File: src/rtl/icache.sv
// icache: direct-mapped, read-only instruction cache, one 32-bit word per frame.
//
// Fetch side : imemREN/imemaddr in, ihit/imemload out. Hits answer in the same
//              cycle. The lookup is purely combinational.
// Memory side: iREN/iaddr out, iwait/iload in. Each miss runs a single-word fill.
//              iload is taken on the first cycle of FETCH with iwait low.
// Clock/reset: CLK, RST (synchronous, active-high).
// Optional   : define ICACHE_STATS_EN to add hit_count/miss_count outputs.
//
// state | meaning
// ------+----------------------------------------------------------
// IDLE  | lookups enabled; a requested miss latches miss_addr
// FETCH | iREN high, waiting for iwait low to write the frame

module icache #(
  parameter int SETS = 16
) (
  input  logic        CLK,
  input  logic        RST,
  input  logic        imemREN,
  input  logic [31:0] imemaddr,
  output logic        ihit,
  output logic [31:0] imemload,
  output logic        iREN,
  output logic [31:0] iaddr,
  input  logic        iwait,
  input  logic [31:0] iload
`ifdef ICACHE_STATS_EN
  ,
  output logic [31:0] hit_count,
  output logic [31:0] miss_count
`endif
);

  localparam int IW = $clog2(SETS);
  localparam int TW = 30 - IW;

  typedef enum logic {IDLE, FETCH} state_e;

  state_e            state_q, state_d;
  logic [29:0]       miss_addr_q, miss_addr_d;
  logic [SETS-1:0]   valid_q, valid_d;
  logic [TW-1:0]     tag_q  [SETS];
  logic [31:0]       data_q [SETS];

  logic [IW-1:0]     req_idx;
  logic [TW-1:0]     req_tag;
  logic [IW-1:0]     fill_idx;
  logic [TW-1:0]     fill_tag;
  logic              lookup_hit;
  logic              fill_we;
  logic              unused_byte_bits;

  assign req_idx          = imemaddr[IW+1:2];
  assign req_tag          = imemaddr[31:IW+2];
  assign fill_idx         = miss_addr_q[IW-1:0];
  assign fill_tag         = miss_addr_q[29:IW];
  assign unused_byte_bits = ^imemaddr[1:0];

  always_comb begin
    lookup_hit  = valid_q[req_idx] && (tag_q[req_idx] == req_tag);
    ihit        = (state_q == IDLE) && imemREN && lookup_hit;
    imemload    = ihit ? data_q[req_idx] : 32'h0;
    iREN        = (state_q == FETCH);
    iaddr       = iREN ? {miss_addr_q, 2'b00} : 32'h0;
    fill_we     = (state_q == FETCH) && !iwait;

    state_d     = state_q;
    miss_addr_d = miss_addr_q;
    valid_d     = valid_q;
    case (state_q)
      IDLE: begin
        if (imemREN && !lookup_hit) begin
          miss_addr_d = {req_tag, req_idx};
          state_d     = FETCH;
        end
      end
      FETCH: begin
        // A redirect of imemaddr is ignored here; the fill always finishes
        // for miss_addr and the new address is looked up back in IDLE.
        if (!iwait) begin
          valid_d[fill_idx] = 1'b1;
          state_d           = IDLE;
        end
      end
      default: state_d = IDLE;
    endcase
  end

`ifdef ICACHE_STATS_EN
  logic [31:0] hit_count_q, hit_count_d;
  logic [31:0] miss_count_q, miss_count_d;

  always_comb begin
    hit_count_d  = hit_count_q + {31'd0, ihit};
    miss_count_d = miss_count_q + {31'd0, (state_q == IDLE) && (state_d == FETCH)};
  end

  always_ff @(posedge CLK) begin
    if (RST) begin
      hit_count_q  <= '0;
      miss_count_q <= '0;
    end else begin
      hit_count_q  <= hit_count_d;
      miss_count_q <= miss_count_d;
    end
  end

  assign hit_count  = hit_count_q;
  assign miss_count = miss_count_q;
`endif

  // Tag/data arrays have no reset. They are written only outside reset, so a
  // reset on the same edge as a completing fill leaves the frame untouched.
  always_ff @(posedge CLK) begin
    if (RST) begin
      state_q     <= IDLE;
      miss_addr_q <= '0;
      valid_q     <= '0;
    end else begin
      state_q     <= state_d;
      miss_addr_q <= miss_addr_d;
      valid_q     <= valid_d;
      if (fill_we) begin
        tag_q[fill_idx]  <= fill_tag;
        data_q[fill_idx] <= iload;
      end
    end
  end

endmodule

File: config.mk
export PLATFORM = sky130hd
export DESIGN_NAME = icache
export DESIGN_NICKNAME = d
export VERILOG_FILES = /design/src/rtl/icache.sv
export SDC_FILE = /design/constraint.sdc
export NUM_CORES = 1
export LEC_CHECK = 0
export BUFFER_PORTS_ARGS = -buffer_cell sky130_fd_sc_hd__buf_2
export CAP_MARGIN = 20
export CORE_ASPECT_RATIO = 1.4
export CORE_MARGIN = 2
export CORE_UTILIZATION = 62
export CTS_CLUSTER_SIZE = 14
export DETAILED_ROUTE_END_ITERATION = 12
export PLACE_DENSITY = 0.8
export SYNTH_ARGS = -nofsm -noshare
export SYNTH_HDL_FRONTEND = slang
export SYNTH_SLANG_ARGS = --single-unit
File: constraint.sdc
create_clock -name CLK -period 6.61 [get_ports CLK]
set_clock_uncertainty 0.15 [all_clocks]
set_input_delay 0.3305 -clock CLK [delete_from_list [all_inputs] [get_ports CLK]]
set_output_delay 0.3305 -clock CLK [all_outputs]
set_load 0.005 [all_outputs]
## Yosys cells after proc, flatten, opt, wreduce, memory -nomap -nowiden

Memory sizes are Yosys's and may differ from the RTL's.
Cells that the tools add are included.

| cells by class | value |
|---|---|
| bitwise gates (word level) | 3 |
| $lt $le $gt $ge | 3 |
| muxes and demuxes | 12 |
| equal/unequal tests | 1 |
| reductions and logical operators | 10 |

Operator list:

| kind | count |
|---|---|
| 32-bit 2-to-1 mux | 2 |
| 26-bit == test | 1 |
| 16-bit bitwise OR | 1 |
| 4-bit by 5-bit less-than comparator with 1-bit output (second input constant) | 2 |
| 1-bit 2-to-1 mux | 7 |
| 1-bit logical AND | 6 |
| 1-bit binary-select mux with 4-bit select | 1 |
| 1-bit demux with 4-bit select | 1 |
| 4-bit by 1-bit >= comparator with 1-bit output (second input constant) | 1 |
| 2-bit AND reduction | 2 |
| 1-bit zero test | 2 |
| 1-bit inverter | 2 |
| 1-bit one-hot mux with 2 select lines | 1 |

| storage, ports and cells | value |
|---|---|
| output and inout port bits | 66 |
| memory bits (writable) | 928 |
| memories kept | 2 |
| register bits after elaboration | 47 |

Memory list:

| memory | words | width | read ports | clocked after Yosys merged registers in | wr ports | line | text |
|---|---|---|---|---|---|---|---|
| data_q | 16 | 32 | 1 | 0 | 1 | 44 | `logic [31:0] data_q [SETS];` |
| tag_q | 16 | 26 | 1 | 0 | 1 | 43 | `logic [TW-1:0] tag_q [SETS];` |

## Longest topological paths before layout

| depth | value |
|---|---|
| word-level depth | 7 |
| mapped depth | 13 |

## Worst setup path before layout

No wires, ideal clock.

| path | value |
|---|---|
| path type | input port to flip-flop |
| from | input port RST |
| to | memory data_q[12][0], enable pin |
| arrival time | 4.975 ns |
| stages on the path | 4 |
| setup slack | 0.937 ns |
| path buffers | 1 |
| required time | 5.912 ns |
| setup time | 0.548 ns |
| path through | clkbuf_1 > nor4bb_1 > nand2_1 > nor3_1 |

| between the ends | value |
|---|---|
| longest elaborated chain between the ends | 2 |

Ends and longest elaborated chain:

| element | line | text |
|---|---|---|
| start: declaration | 19 | `input logic RST,` |
| 1-bit 2-to-1 mux | 116 | `if (RST) begin` |
| 1-bit 2-to-1 mux (implied by the code) | 126 | `data_q[fill_idx] <= iload;` |
| end: declaration | 44 |  |

Every way passes these cells.

## Worst setup path after layout

| path | value |
|---|---|
| from | input port imemaddr[2] |
| to | output port imemload[23] |

| between the ends | value |
|---|---|
| longest elaborated chain between the ends | 5 |

Ends and longest elaborated chain:

| element | line | text |
|---|---|---|
| start: declaration | 21 | `input logic [31:0] imemaddr,` |
| memory 16 x 26 bit / 1-bit binary-select mux with 4-bit select (equally long branches) | -- |  |
| 26-bit == test / 1-bit 2-to-1 mux (equally long branches) | 61 | `lookup_hit = valid_q[req_idx] && (tag_q[req_idx] == req_tag);` |
| 1-bit logical AND | 61 |  |
| 1-bit logical AND | 62 | `ihit = (state_q == IDLE) && imemREN && lookup_hit;` |
| 32-bit 2-to-1 mux (*) | 63 | `imemload = ihit ? data_q[req_idx] : 32'h0;` |
| end: declaration | 23 | `output logic [31:0] imemload,` |

Mark *: on every way between the ends. The rest lies on a longest branch, timed or not. The select of a mux whose other input is x is not followed.

==> results by group <==
Clock network
  • Clock transition at the registers of the reported paths: 60 ps
  • Clock sink count: 975
  • Clock tree from TritonCTS: yes
  • Maximum root-to-sink buffer count: 3
  • Count of H-tree levels built during CTS: 3
  • Worst-skew pair later-pin latency: 640 ps
  • Total CTS buffers: 86
  • CTS Root Buffer Type: clkbuf_16

Power
  • Maximum vdd drop: 0.285 mV
  • Total leakage power: 0.0141 uW
  • Total power per unit cell area: 285 mW/mm^2

Final layout
  • Proportion of layout cells with a drive suffix above 1: 0.278
  • Post-synthesis to final-layout area growth: 12.3%
  • Total number of nets in the final design: 2072
  • Number of filler instances in the final layout: 3649
  • Register area: 0.0288 mm^2
  • Post-route core utilization: 0.701
  • Area of the multi-input gates: 0.00922 mm^2

Timing
  • Part of the cycle the worst path needs: 0.795
  • Slew Limit Fails: 0
  • Final Critical Period: 5250 ps
  • Slew margin rel.: 0.217
  • Final hold violation count: 0
  • Upper clock frequency limit: 190 MHz
  • Unrepaired setup endpoints after global routing: false
  • Actual transition at the worst max-transition pin: 1170 ps
  • Endpoints failing setup: 0
  • Setup tns final: 0 ps

Critical path
  • Critical Path Sink Type: output pin
  • Depth of the worst register-to-register path: 10
  • Largest fanout of any net on the critical path: 67
  • Capture point of the worst reg-to-reg path: iREN
  • Worst path required time: 6130 ps
  • Worst Path Class, Setup: input pin to output pin
  • Critical path arrival: 4770 ps
  • Sort of element at the start of the critical path: input pin
  • R2R Setup Slk: 2620 ps
  • Reg-to-reg critical path startpoint: tag_q[10][15]

Route
  • Vias after detailed routing: 19.6k
  • Iteration-0 DRC Markers: 2450
  • Ratio of routed vias to standard cells: 6.78
  • Routed wire length: 91.4 mm
  • First-pass detailed-route iteration total: 5
  • Routed length on met2: 46.2 mm
  • Highest routed metal layer: met4
  • Residual DRC count: 0
  • M1 wire length: 33.3 mm
  • Avg WL per Cell: 31.6 um
  • Remaining antenna violation count: 0
  • Met3 Wirelength: 8.74 mm

Logic synthesis
  • Post-synthesis cell count: 1804
  • Share of the synthesized area in the top cell type: 0.725
  • Netlist Area Pre-Place: 0.0385 mm^2
  • Sequential share of the synthesized area: 0.749
  • Total of warnings raised by yosys: 0
  • Number of flops mapped to enable cells by yosys: 928
  • Leading area contributor after synthesis: edfxtp_1
  • Total of flip-flops plus latches after synthesis: 975
  • Avg Cell Area, Syn: 21.3 um^2
  • Dominant cells by area after synthesis: edfxtp_1 72%, mux4_2 16%, dfxtp_1 2.4%
  • Post-synthesis async set-or-reset flop share: 0
  • Distinct cell type count after synthesis: 50
  • Most instantiated flip-flop cell in the synthesis netlist: edfxtp_1

Placement
  • DPL Wire Length: 45.6 mm
  • Port bufs: 129
  • Routability congestion estimate from global placement: 0.838

Hold path
  • Hold Crit Depth: 4
  • Start point of the worst min-delay path: imemaddr[10]
  • Worst Hold End: miss_addr_q[8]
  • Class of the tightest hold or removal check: input pin to register

Global route
  • Global Route Usage Sum: 0.291
  • Maximum number of pins on one net before global-route repair: 73
  • Antenna violations before repair: 1
  • Wire length of the first global-routing pass: 134 mm
  • Total global routing overflow: 0
  • Number of global-route vias before repair: 20.0k

Floorplanning
  • Vertical extent of the die: 299 um
  • Top-level I/O count: 134
  • Initial core utilization: 0.624
  • Area of the core: 0.0616 mm^2
  • Area of the die: 0.0641 mm^2
  • Row Count: 108
  • Die span in x: 214 um

Run
  • Maxcap violations: 0

Outcome
  • Result of the run: finished clean
[worst max path at each step]
| stage | slack (ps) | startpoint | endpoint |
|---|---|---|---|
| after global placement | 1400 | imemaddr[2] | imemload[1] |
| after global routing | 1080 | imemaddr[2] | imemload[6] |
| after floorplan | 940 | RST | data_q[12][0] |
| final | 1360 | imemaddr[2] | imemload[23] |
| after detailed placement | 1320 | imemaddr[2] | imemload[23] |
| after CTS | 1290 | imemaddr[2] | imemload[23] |
[state kept, by name, indices dropped and copies added (netlist names)]
register	count
iREN	1
miss_addr_q	30
valid_q	16
tag_q	416
data_q	512
[layer usage]
layer	track usage	vias to the layer above
met3	0.0460	222
met4	0.110	0
met1	0.398	10242
met2	0.483	1267
li1	-	7890
met5	0	-
[power breakdown]
part           switching, uW  internal [uW]
clock network           2140           2620
logic                    343            278
registers               97.1           6840
total                   2580           9740
[cells in the mapped netlist (2+ instances only)]
master	instances
o211ai_1	31
nor4_1	32
and3_1	27
a22o_1	2
a21o_1	17
mux2_2	2
o21ai_0	3
nor3_1	9
xnor2_1	21
mux2i_1	80
buf_6	6
buf_2	33
mux4_2	265
and2_1	32
nand2_1	69
clkbuf_1	50
buf_1	10
nor2_1	19
clkinv_1	2
buf_4	10
a22oi_1	8
a21oi_1	7
nor4b_1	2
a221oi_1	5
nand4_1	4
edfxtp_1	928
inv_2	3
dfxtp_1	47
nor2b_1	38
xor2_1	16
nand2b_1	7
[repair_timing]
action / in CTS / in global routing
endpoints found under the setup margin: 0 / 0
hold endpoints to repair: 524 / 0
hold buffers: 45 / 0
gates resized for setup: 0 / 0
setup buffers: 0 / 0
[area by class of cell]
cell class | instances | share of cell area
flip-flops and latches | 975 | 0.667
multi-input cells | 715 | 0.213
clock buffers | 119 | 0.0539
repair buffers | 220 | 0.0349
well taps | 825 | 0.0239
clock inverters | 33 | 0.00626
inverters | 6 | 0.000579
diodes | 1 | 0.0000579
[kinds of logic (layout without fill, tap and decap cells)]
logic type | count (synthesis) | after routing | share of synthesized area
buf+inv | 115 | 378 | 0.0144
flops | 975 | 975 | 0.749
xor+xnor | 37 | 37 | 0.00843
mux | 347 | 347 | 0.177
other cells | 1 | 3 | 0.0000975
compound gates | 83 | 83 | 0.0161
simple gates | 246 | 246 | 0.0351
[worst max-delay path, cell delays in order]
cell       delay [ps]
buf_8             600
buf_4             640
and2_1            430
a22oi_1           170
and4b_1           220
a211oi_1          270
o2111ai_2         540
nor3_2            500
nand3_4           500
nor2b_1           320
buf_2             150
[placed cells by master (no fill, tap or decap), types with 3 or more instances in the layout]
| cell | synthesis | routed |
|---|---|---|
| edfxtp_1 | 928 | 928 |
| mux4_2 | 265 | 265 |
| buf_2 | 33 | 126 |
| clkbuf_16 | 0 | 88 |
| mux2i_1 | 80 | 80 |
| nand2_1 | 69 | 69 |
| dfxtp_1 | 47 | 47 |
| dlygate4sd3_1 | 0 | 45 |
| buf_4 | 10 | 44 |
| nor2b_1 | 38 | 37 |
| and2_1 | 32 | 32 |
| nor4_1 | 32 | 32 |
| o211ai_1 | 31 | 31 |
| clkbuf_1 | 50 | 30 |
| and3_1 | 27 | 27 |
| xnor2_1 | 21 | 21 |
| clkinv_1 | 2 | 17 |
| a21o_1 | 17 | 17 |
| xor2_1 | 16 | 16 |
| nor2_4 | 0 | 12 |
| a22oi_1 | 8 | 8 |
| clkinv_2 | 0 | 8 |
| nor2_1 | 19 | 7 |
| a21oi_1 | 7 | 7 |
| nand2b_1 | 7 | 7 |
| a221oi_1 | 5 | 5 |
| nor3_1 | 9 | 5 |
| nor3_2 | 1 | 5 |
| nand4_1 | 4 | 4 |
| bufinv_16 | 0 | 4 |
| inv_2 | 3 | 3 |
| o21ai_0 | 3 | 3 |
| inv_6 | 0 | 3 |
[per-stage QoR]
step / instance area [um^2] / cells / worst slack, ps / hold slack [ps] / total power [uW]
2_1_floorplan: 38500 / 1805 / 937 / 271 / 7420
3_3_place_gp: 40100 / 2694 / 1400 / 277 / 7630
3_5_place_dp: 40100 / 2694 / 1320 / 289 / 7660
4_1_cts: 43100 / 2891 / 1290 / 1.91 / 12400
5_1_grt: 43200 / 2893 / 1080 / 37.8 / 12600
6_report: 43200 / 2894 / 1360 / 15.1 / 12300
(Power assumes the default switching activity.)
